--- config.mk ---
export PLATFORM = sky130hd
export DESIGN_NAME = hazard_detection_unit
export DESIGN_NICKNAME = d
export VERILOG_FILES = /design/src/rtl/hazard_detection_unit_pkg.sv /design/src/rtl/hazard_detection_unit_muldiv_busy_counter.sv /design/src/rtl/hazard_detection_unit.sv
export SDC_FILE = /design/constraint.sdc
export NUM_CORES = 1
export LEC_CHECK = 0
export ABC_AREA = 1
export CAP_MARGIN = 20
export CORE_MARGIN = 2
export CORE_UTILIZATION = 35
export DETAILED_ROUTE_END_ITERATION = 12
export GPL_TIMING_DRIVEN = 0
export PLACE_DENSITY = 0.67
export REMOVE_ABC_BUFFERS = 1
export SYNTH_ARGS = -nofsm -noshare
export SYNTH_HDL_FRONTEND = slang
export SYNTH_SLANG_ARGS = --single-unit
--- constraint.sdc ---
create_clock -name clk -period 2 [get_ports clk]
set_clock_uncertainty 0.2 [all_clocks]
set_input_delay 0.2 -clock clk [delete_from_list [all_inputs] [get_ports clk]]
set_output_delay 0.2 -clock clk [all_outputs]
set_load 0.005 [all_outputs]
--- src/rtl/hazard_detection_unit_pkg.sv ---
// Shared definitions for the ID-stage hazard detection unit.
package hazard_detection_unit_pkg;

    // Multiply/divide tracker state: idle pipeline or unit still occupied.
    typedef enum logic {
        RUN     = 1'b0,
        MD_BUSY = 1'b1
    } mdState_t;

    // EX-stage occupancy of mult/multu/div/divu unless overridden.
    localparam int MULDIV_CYCLES_DEFAULT = 4;

    // Width of the saturating stall-cycle counter.
    localparam int STALL_CNT_W = 16;

endpackage

--- src/rtl/hazard_detection_unit_muldiv_busy_counter.sv ---
// Tracks how long the multi-cycle multiply/divide unit remains occupied
// after a mult/div leaves EX, and reports busy while it does.
module muldiv_busy_counter
    import hazard_detection_unit_pkg::*;
#(
    parameter int MULDIV_CYCLES = MULDIV_CYCLES_DEFAULT
) (
    input  logic clk,
    input  logic reset,
    input  logic start,
    output logic busy
);

    // Remaining cycles after the issuing cycle; 4 bits covers up to 16.
    localparam logic [3:0] RELOAD = 4'(MULDIV_CYCLES - 1);

    mdState_t   state, stateNext;
    logic [3:0] mdCnt, mdCntNext;

    // State and countdown registers, cleared by synchronous reset.
    always_ff @(posedge clk) begin
        if (reset) begin
            state <= RUN;
            mdCnt <= 4'd0;
        end else begin
            state <= stateNext;
            mdCnt <= mdCntNext;
        end
    end

    // Next-state: start (re)loads the countdown; leaving BUSY on the 1->0 step.
    always_comb begin
        stateNext = state;
        mdCntNext = mdCnt;
        case (state)
            RUN: begin
                if (start) begin
                    stateNext = MD_BUSY;
                    mdCntNext = RELOAD;
                end
            end
            MD_BUSY: begin
                if (start) begin
                    mdCntNext = RELOAD;
                end else if (mdCnt <= 4'd1) begin
                    // <= also recovers from a zero count should one ever appear
                    stateNext = RUN;
                    mdCntNext = 4'd0;
                end else begin
                    mdCntNext = mdCnt - 4'd1;
                end
            end
            default: begin
                stateNext = RUN;
                mdCntNext = 4'd0;
            end
        endcase
    end

    assign busy = (state == MD_BUSY);

endmodule

--- src/rtl/hazard_detection_unit.sv ---
// ID-stage stall/flush controller: load-use and HI/LO interlocks, EX-resolved
// branch flush, and a saturating stall-cycle performance counter.
module hazard_detection_unit
    import hazard_detection_unit_pkg::*;
#(
    parameter int MULDIV_CYCLES = MULDIV_CYCLES_DEFAULT
) (
    input  logic                   clk,
    input  logic                   reset,
    input  logic                   in_ID_EX_MemRead,
    input  logic [4:0]             in_ID_EX_Rt_address_5,
    input  logic [4:0]             in_IF_ID_Rs_address_5,
    input  logic [4:0]             in_IF_ID_Rt_address_5,
    input  logic                   in_IF_ID_uses_rs,
    input  logic                   in_IF_ID_uses_rt,
    input  logic                   in_IF_ID_reads_hilo,
    input  logic                   in_ID_EX_muldiv_start,
    input  logic                   in_EX_branch_taken,
    output logic                   o_PC_write,
    output logic                   o_IF_ID_write,
    output logic                   o_ID_EX_bubble,
    output logic                   o_IF_ID_flush,
    output logic                   o_muldiv_busy,
    output logic [STALL_CNT_W-1:0] o_stall_count_16
);

    logic rsHit, rtHit, loadUse, hiloHazard, stall;

    muldiv_busy_counter #(
        .MULDIV_CYCLES(MULDIV_CYCLES)
    ) uMdCounter (
        .clk  (clk),
        .reset(reset),
        .start(in_ID_EX_muldiv_start),
        .busy (o_muldiv_busy)
    );

    // Hazard terms; $0 as a load destination never creates a dependence.
    always_comb begin
        rsHit      = in_IF_ID_uses_rs && (in_IF_ID_Rs_address_5 == in_ID_EX_Rt_address_5);
        rtHit      = in_IF_ID_uses_rt && (in_IF_ID_Rt_address_5 == in_ID_EX_Rt_address_5);
        loadUse    = in_ID_EX_MemRead && (in_ID_EX_Rt_address_5 != 5'd0) && (rsHit || rtHit);
        // A mult/div in EX this cycle is busy before the tracker has registered it.
        hiloHazard = in_IF_ID_reads_hilo && (in_ID_EX_muldiv_start || o_muldiv_busy);
        // A taken branch squashes the ID instruction, so its hazard is moot.
        stall      = (loadUse || hiloHazard) && !in_EX_branch_taken;
    end

    // Priority mux: flush wins over stall; otherwise the pipeline advances.
    always_comb begin
        o_PC_write     = 1'b1;
        o_IF_ID_write  = 1'b1;
        o_ID_EX_bubble = 1'b0;
        o_IF_ID_flush  = 1'b0;
        if (in_EX_branch_taken) begin
            o_ID_EX_bubble = 1'b1;
            o_IF_ID_flush  = 1'b1;
        end else if (stall) begin
            o_PC_write     = 1'b0;
            o_IF_ID_write  = 1'b0;
            o_ID_EX_bubble = 1'b1;
        end
    end

    // Stall-cycle counter, sticking at all-ones instead of wrapping.
    always_ff @(posedge clk) begin
        if (reset) begin
            o_stall_count_16 <= '0;
        end else if (stall && (o_stall_count_16 != {STALL_CNT_W{1'b1}})) begin
            o_stall_count_16 <= o_stall_count_16 + 1'b1;
        end
    end

endmodule
# Word-level counts from Yosys, hierarchy flattened
# Cells that the tools add are included.
# W data, S select, Z words.
classes:
  bitwise_logic: 1
  eq_ne: 4
  mux: 13
  n_lt_le_gt_ge: 1
  reduce_logical: 12
  addsub: 2
op_table:
  columns: ["operator", "count"]
  rows:
  - ["$add A16 B1 Y16 const B", 1]
  - ["$ne A16 B16 Y1 const B", 1]
  - ["$mux W4", 3]
  - ["$eq A5 B5 Y1", 2]
  - ["$mux W1", 8]
  - ["$pmux W4 S2", 1]
  - ["$logic_and A1 B1 Y1", 7]
  - ["$reduce_bool A5 Y1", 1]
  - ["$le A4 B1 Y1 const B", 1]
  - ["$sub A4 B1 Y4 const B", 1]
  - ["$logic_or A1 B1 Y1", 3]
  - ["$ne A2 B2 Y1 const B", 1]
  - ["$pmux W1 S2", 1]
  - ["$logic_not A1 Y1", 1]
  - ["$not A1 Y1", 1]
word_totals:
  input_bits: 23
  out_inout_bits: 21
  reg_bits: 21
  elab_cells: 36

# Logic depth before layout (Yosys ltp)
# Gate-level depths: netlist (run 1).
logic_depth:
  word_depth: 8
  depth_mapped: 13
  mapped_depth_nobuf: 12

# Cells and area by module
# From an unflattened synthesis (run 1), not the netlist that was laid out.
hier_totals:
  cells_unflattened: 285
  hier_area_um2: 1685.4
by_module_without_submodules:
  columns: ["mod", "instances", "cells_per_inst", "area_each_um2", "seq_area_each_um2"]
  rows:
  - ["hazard_detection_unit", 1, 241, 1400.1, 320.3]
  - ["muldiv_busy_counter", 1, 44, 285.3, 100.1]

# Worst setup path before layout (run 1)
# OpenSTA, ideal clock, no wires.
synth_path:
  path_kind: "flip-flop to flip-flop"
  start: "reg o_stall_count_16[0]"
  end: "reg o_stall_count_16[14]"
  path_stages_with_launch: 11
  setup_ns: 0.110
  required_ns: 1.690
  arrival_time_ns: 1.348
  n_path_buf: 0
  period_less_slack_ns: 1.658
  slack_ns: 0.342
  cell_sequence: "dfxtp_1 -> ha_1 -> nand2_2 -> nor3_2 -> inv_1 -> nor2_1 -> nand2_2 -> nor2_2 -> nand4_1 -> nand2_1 -> nor2_1"
synth_between:
  elab_chain_len: 2
  word_cells_on_any_way: 3
  cone_classes: "add/sub (1); eq/ne (1); reduce/logical (1)"
synth_lines:
  columns: ["item", "line", "source"]
  rows:
  - ["start, declared", "hazard_detection_unit.sv:24", "output logic [STALL_CNT_W-1:0] o_stall_count_16"]
  - ["start signal, assigned", "hazard_detection_unit.sv:70", "o_stall_count_16 <= o_stall_count_16 + 1'b1;"]
  - ["branches (longest 2 deep; another with $add A16 B1 Y16)", null, null]
# Parallel ways; which one is timed is not known.
# A chain may end at the register's enable or synchronous reset.

# Worst setup path after layout (run 1)
layout_path:
  start: "in in_IF_ID_Rs_address_5[3]"
  end: "out o_IF_ID_write"
layout_between:
  elab_chain_len: 8
layout_lines:
  columns: ["item", "line", "source"]
  rows:
  - ["start, declared", "hazard_detection_unit.sv:12", "input logic [4:0] in_IF_ID_Rs_address_5,"]
  - ["$eq A5 B5 Y1", "hazard_detection_unit.sv:40", "rsHit = in_IF_ID_uses_rs && (in_IF_ID_Rs_address_5 == in_ID_EX_Rt_address_5);"]
  - ["$logic_and A1 B1 Y1", "hazard_detection_unit.sv:40", null]
  - ["$logic_or A1 B1 Y1", "hazard_detection_unit.sv:42", "loadUse = in_ID_EX_MemRead && (in_ID_EX_Rt_address_5 != 5'd0) && (rsHit || rtHit);"]
  - ["$logic_and A1 B1 Y1", "hazard_detection_unit.sv:42", null]
  - ["$logic_or A1 B1 Y1", "hazard_detection_unit.sv:46", "stall = (loadUse || hiloHazard) && !in_EX_branch_taken;"]
  - ["$logic_and A1 B1 Y1", "hazard_detection_unit.sv:46", null]
  - ["$mux W1", "hazard_detection_unit.sv:58", "end else if (stall) begin"]
  - ["$mux W1", "hazard_detection_unit.sv:55", "if (in_EX_branch_taken) begin"]
  - ["end, declared", "hazard_detection_unit.sv:20", "output logic o_IF_ID_write,"]
# Every way passes these cells.

==> results.yml, run 1 <==
floorplanning:
  core_um2: 4723
  row_count: 25
  pin_count: 44
  start_util_pct: 36.32
  fp.dieH_um: 74.01
  die_w_um: 74.01
  die_area_um2: 5477
global_routing:
  grt_pass1_vias: 1575
  grt.overflow.total: 0
  met1_usage_pct: 21.02
  gr-usage-met3_pct: 2.981
  grt_max_degree: 18
  use_met2_pct: 24.11
  grt.total_usage_pct: 15.42
  antenna_found_initial: 0
  grt_pass1_wl_mm: 6.686
  gr-max-usage-layer: "met2"
cells_and_area:
  diodes: 0
  instances_no_fill: 396
  multi_input_area_um2: 1020
  nets: 356
  ff_latch_area_um2: 421.7
  post-route-util_pct: 48.16
  layout_commonest_cell: "nand2_1"
  layout_common_cells: "80 x nand2_1, 52 x inv_1, 43 x nor2_1, 29 x clkdlybuf4s50_1, 20 x dfxtp_1"
  drive_gt1_share_pct: 14.59
  nFillCells: 494
  syn2layout_area_growth_pct: 32.60
setup_path:
  cp.depth: 11
  crit_path_max_incr_delay_ps: 480
  r2r-end: "o_stall_count_16[6]$_SDFFE_PP0P_"
  critical_path_class: "in -> out"
  crit_path_frequent_cell: "nand2_1"
  timing.rr.start: "o_stall_count_16[1]$_SDFFE_PP0P_"
  cp_top_family: "buffers and inverters"
  reg2regPathDepth: 10
  critPathLaunchType: "input port"
  rrSetupSlack_ps: 200
  arrival_ps: 1530
  cp_max_fo: 2
  path_cells: "clkdlybuf4s50_1, inv_1, nand2_1, nand2_1, nor2_1, nand3_1, nand2_2, nand2_4, nand2_8, nand2_1, dlygate4sd2_1"
  critPathCapture: "o_IF_ID_write"
  worstPathRequired_ps: 1600
  critPathBufInv: 3
  crit_slowest_cell: "clkdlybuf4s50_1"
  critPathCaptureType: "output port"
  crit_start: "in_IF_ID_Rs_address_5[3]"
pwr:
  ir_drop_uv: 160.5
  p_per_area_nw_per_um2: 411.3
  leakage_uw: 0.001065
routing:
  wl_per_cell_um: 10.11
  first_pass_iters: 4
  wl_mm: 4.005
  via_count: 1759
  final_antenna_net_count: 0
  drtIter0Drc: 58
  viasPerCell: 4.442
  drc: 0
synth:
  ys.warnings.count: 0
  syn_area_um2: 1715
  synth-seq-cells: 21
  ys_seq_area_share_pct: 24.51
  syn-mean-instance-area_um2: 5.998
  yosysTopAreaCellShare_pct: 24.51
  ys_top_cells_by_area: "dfxtp_1 25%, nand2_1 18%, inv_1 12%"
  synth.largest_area_cell: "dfxtp_1"
  synthCells: 286
  ys_types: 28
sta:
  finalMaxSlewViolations: 0
  rsz0062_at_grt: "true"
  setup_viol: 0
  holdWs_ps: 309.6
  fin_crit_ps: 1929
  worstMarginPinSlew_ps: 467.8
  hold_violations: 0
  relSlewSlack_pct: 68.62
  fin_crit_sh_pct: 96.43
  max_freq_mhz: 518.5
  finalWorstSetupSlack_ps: 71.33
cts:
  numCtsBuffers: 3
  root_buffer: "clkbuf_8"
  cts.htree.levels: 1
  clockBufferDepth: 2
  cts.sinks: 21
  clkLatencyLatePin_ps: 260
  cts_tree: "done"
  clkTransAtPathRegs_ps: 80
placement:
  finalWeightedCongestion: 0.8299
  pre_cts_slack_ps: -541.3
  dpl.cell_count: 387
  dp_hpwl_mm: 2.692
  portBuffers: 43
run:
  max_cap_violations: 0
worst_hold_path:
  holdCritPathClass: "reg -> reg"
run_status:
  outcome: "complete, no violations"
## synthesized netlist by cell type, drive strengths merged
| master | number |
|---|---|
| nand2 | 86 |
| inv | 59 |
| nor2 | 49 |
| dfxtp | 21 |
| nand3 | 21 |
| nand4 | 19 |
| buf | 8 |
| o21ai | 5 |
| a21oi | 4 |
| ha | 3 |
| nor3 | 3 |
| clkinv | 2 |
| xnor2 | 2 |
| and2 | 1 |
| clkbuf | 1 |
| o21a | 1 |
| xor2 | 1 |
## worst min-delay path by stage
| stage | startpoint | to | slack (ps) | cells after the start |
|---|---|---|---|---|
| after floorplan | reset | uMdCounter.busy$_SDFF_PP0_ | 70 | 1 |
| after global placement | uMdCounter.mdCnt[2]$_SDFFE_PP0N_ | uMdCounter.mdCnt[2]$_SDFFE_PP0N_ | 300 | 2 |
| after detailed placement | uMdCounter.mdCnt[2]$_SDFFE_PP0N_ | uMdCounter.mdCnt[2]$_SDFFE_PP0N_ | 300 | 2 |
| after CTS | uMdCounter.mdCnt[2]$_SDFFE_PP0N_ | uMdCounter.mdCnt[2]$_SDFFE_PP0N_ | 310 | 2 |
| after global routing | uMdCounter.mdCnt[2]$_SDFFE_PP0N_ | uMdCounter.mdCnt[2]$_SDFFE_PP0N_ | 340 | 2 |
| final | uMdCounter.mdCnt[2]$_SDFFE_PP0N_ | uMdCounter.mdCnt[2]$_SDFFE_PP0N_ | 310 | 2 |
## power breakdown
part	switching (uW)	internal, uW
Combinational	113	96.5
Sequential	12.1	428
Clock	146	139
## flip-flops by register name, summed over array words and instances (netlist names)
| name | count |
|---|---|
| uMdCounter.mdCnt | 4 |
| uMdCounter.busy | 1 |
| o_stall_count_16 | 16 |
## final cells by class
class,instances,share of cell area (%)
timing repair inverter,1,0.3300
timing repair buffer,46,20.30
sequential,21,18.54
inverter,61,10.29
multi-input combinational,196,44.83
clock inverter,1,0.2200
tap,67,3.685
clock buffer,3,1.815
## worst min-delay path: stages, from the launching register on
cell	delay, ps
dfxtp_1	340
nand2_1	70
a21oi_1	50
## metal layers
| layer | up-vias | routed length (um) | part of all wire (%) |
|---|---|---|---|
| met5 | - | 0 | 0 |
| met4 | 0 | 60 | 1.5 |
| met3 | 5 | 319 | 8.0 |
| met2 | 53 | 1673 | 42 |
| met1 | 748 | 1951 | 49 |
| li1 | 953 | - | - |
## metrics by stage
stage	setup TNS, ps	instance area, um2	total power, uW
2_1_floorplan	0	1639	554.1
3_3_place_gp	-3976	2153	645.6
3_5_place_dp	-4212	2153	647.1
4_1_cts	0	2253	956.8
5_1_grt	-32.83	2275	990.3
6_report	0	2275	935.5
## cells by family (layout without fill, tap and decap cells)
logic type / count (synthesis) / in the layout / share of synthesized area, %
flip-flops: 21 / 21 / 24.51
AO/OA/AOI/OAI: 10 / 10 / 3.063
AND/OR/NAND/NOR: 179 / 180 / 50.84
buffers and inverters: 70 / 112 / 17.87
XOR/XNOR: 3 / 3 / 1.532
adder cells (fa/ha/maj): 3 / 3 / 2.188
## repair_timing
action	4_1_cts	5_1_grt
setup endpoints to repair	4	8
pin swaps	4	6
gates cloned	2	0
buffers inserted	3	0
resized for setup	18	9
hold buffers	0	0
No activity file was read; power rests on OpenSTA's default activity.
==> run 2, diff against run 1 <==
Settings changed: CTS_CLUSTER_DIAMETER from default to 100.
==> results of run 2 <==
Same layout as run 1: the final DEF is identical, and so are final timing and power.
==> run 3, diff against run 2 <==
Settings changed: DONT_BUFFER_PORTS from default to 1, PLACE_DENSITY 0.67 to 0.56, TNS_END_PERCENT from default to 20.
==> results.yml, run 3 (same netlist as run 1, synthesis figures left out) <==
global_routing:
  grt_pass1_wl_mm: 5.906
  grt_max_degree: 33
  grt.overflow.total: 0
  grt_pass1_vias: 1400
  antenna_found_initial: 0
  grt.total_usage_pct: 13.17
cells_and_area:
  largest_register_ffs: 16
  drive_gt1_share_pct: 13.68
  layout_common_cells: "81 x nand2_1, 55 x inv_1, 43 x nor2_1, 18 x nand4_1, 18 x dfxtp_1"
  largest_register: "o_stall_count_16"
  design_area_um2: 1829
  post-route-util_pct: 38.73
  syn2layout_area_growth_pct: 6.637
  layout_commonest_cell: "nand2_1"
  nets: 312
  diodes: 0
  nFillCells: 533
sta:
  worstMarginPinSlew_ps: 472.2
  finalWorstSetupSlack_ps: 117.5
  rsz0062_at_grt: "false"
  holdWs_ps: 100.0
  tns_ps: 0
  hold_violations: 0
  finalMaxSlewViolations: 0
  setup_viol: 0
  fin_crit_ps: 1882
  max_freq_mhz: 531.2
  fin_crit_sh_pct: 94.12
  relSlewSlack_pct: 68.33
routing:
  final_antenna_net_count: 0
  drc: 0
  first_pass_iters: 4
  wl_per_cell_um: 10.14
  via_count: 1540
  wl_mm: 3.571
  viasPerCell: 4.375
  drtIter0Drc: 66
pwr:
  p_sw_uw: 238.6
  pwr-share-seq_pct: 51.4
  switching_share_pct: 27.69
  p_per_area_nw_per_um2: 471.1
  p_int_uw: 623.1
  comb_power_share_pct: 16.2
  leakage_uw: 0.0008304
  ir_drop_uv: 184.6
  p_clk_share_pct: 32.4
worst_hold_path:
  worstHoldStart: "in_EX_branch_taken"
  holdCritPathClass: "in -> reg"
  min_path_cells: 5
setup_path:
  worstPathRequired_ps: 2000
  critPathLaunchType: "register"
  critPathCapture: "uMdCounter.busy$_SDFF_PP0_"
  crit_start: "uMdCounter.mdCnt[0]$_SDFFE_PP0N_"
  cp_max_fo: 5
  critical_path_class: "reg -> reg"
  arrival_ps: 1880
  reg2regPathDepth: 6
  critPathCaptureType: "register"
  timing.rr.start: "uMdCounter.mdCnt[0]$_SDFFE_PP0N_"
  r2r-end: "uMdCounter.busy$_SDFF_PP0_"
  rrSetupSlack_ps: 120
floorplanning:
  start_util_pct: 36.32
  pin_count: 44
  row_count: 25
  fp.dieH_um: 74.01
  die_w_um: 74.01
  die_area_um2: 5477
  core_um2: 4723
cts:
  root_buffer: "clkbuf_8"
  clkLatencyLatePin_ps: 260
  cts_tree: "done"
  numCtsBuffers: 3
  cts.sinks: 21
  clockBufferDepth: 2
  clkTransAtPathRegs_ps: 70
  cts.htree.levels: 1
  post_cts_buffers: 0
placement:
  finalWeightedCongestion: 0.8091
  place_area_um2: 1723
  portBuffers: 0
  pre_cts_slack_ps: 103.2
  dp_hpwl_mm: 2.647
run_status:
  outcome: "complete, no violations"
run:
  max_cap_violations: 0
==> run 3: how the worst min path moves through the flow <==
stage / to / slack [ps]
2_1_floorplan: uMdCounter.busy$_SDFF_PP0_ / 70
3_3_place_gp: uMdCounter.busy$_SDFF_PP0_ / 70
3_5_place_dp: uMdCounter.busy$_SDFF_PP0_ / 70
4_1_cts: o_stall_count_16[15]$_SDFFE_PP0P_ / 200
5_1_grt: o_stall_count_16[12]$_SDFFE_PP0P_ / 120
6_report: o_stall_count_16[12]$_SDFFE_PP0P_ / 100
==> run 3: worst max-delay path, cell delays in order (launching register included) <==
cell and delay [ps]:
dfxtp_2 370, inv_1 50, ha_1 220, o21ai_0 160, nand2_1 130, a21oi_1 150
dlygate4sd3_1 550
==> run 3: metal layers <==
layer	vias up	GRT usage [%]	wire [um]
li1	870	-	-
met1	637	16.41	1689
met2	31	22.72	1601
met3	2	3.117	254
met4	0	3.636	27
met5	-	0	0
==> run 3: metrics by stage <==
stage / total power (uW) / std cells
after global routing: 922.0 / 352
after global placement: 577.4 / 344
final: 861.7 / 352
after detailed placement: 579.2 / 344
after floorplan: 554.1 / 277
after CTS: 878.2 / 351
==> run 3: power by group through the flow <==
stage	Sequential (uW)	Clock (uW)	Combinational (uW)
floorplan	448	0	106
global placement	452	0	126
detailed placement	452	0	127
CTS	442	302	135
global route	445	314	163
finish	443	279	140
==> run 3: timing repair <==
action	4_1_cts	5_1_grt
setup endpoints to repair	0	14
resized for setup	0	4
hold endpoints to repair	4	0
hold buffers	3	0
==> run 3: cell type report <==
class	instances	area (um2)	share of cell area, %
Clock buffer	4	45.04	2.462
Timing Repair Buffer	4	57.56	3.146
Multi-Input combinational cell	195	988.4	54.04
Sequential cell	21	424.2	23.19
Tap cell	67	83.83	4.583
Inverter	61	230.2	12.59
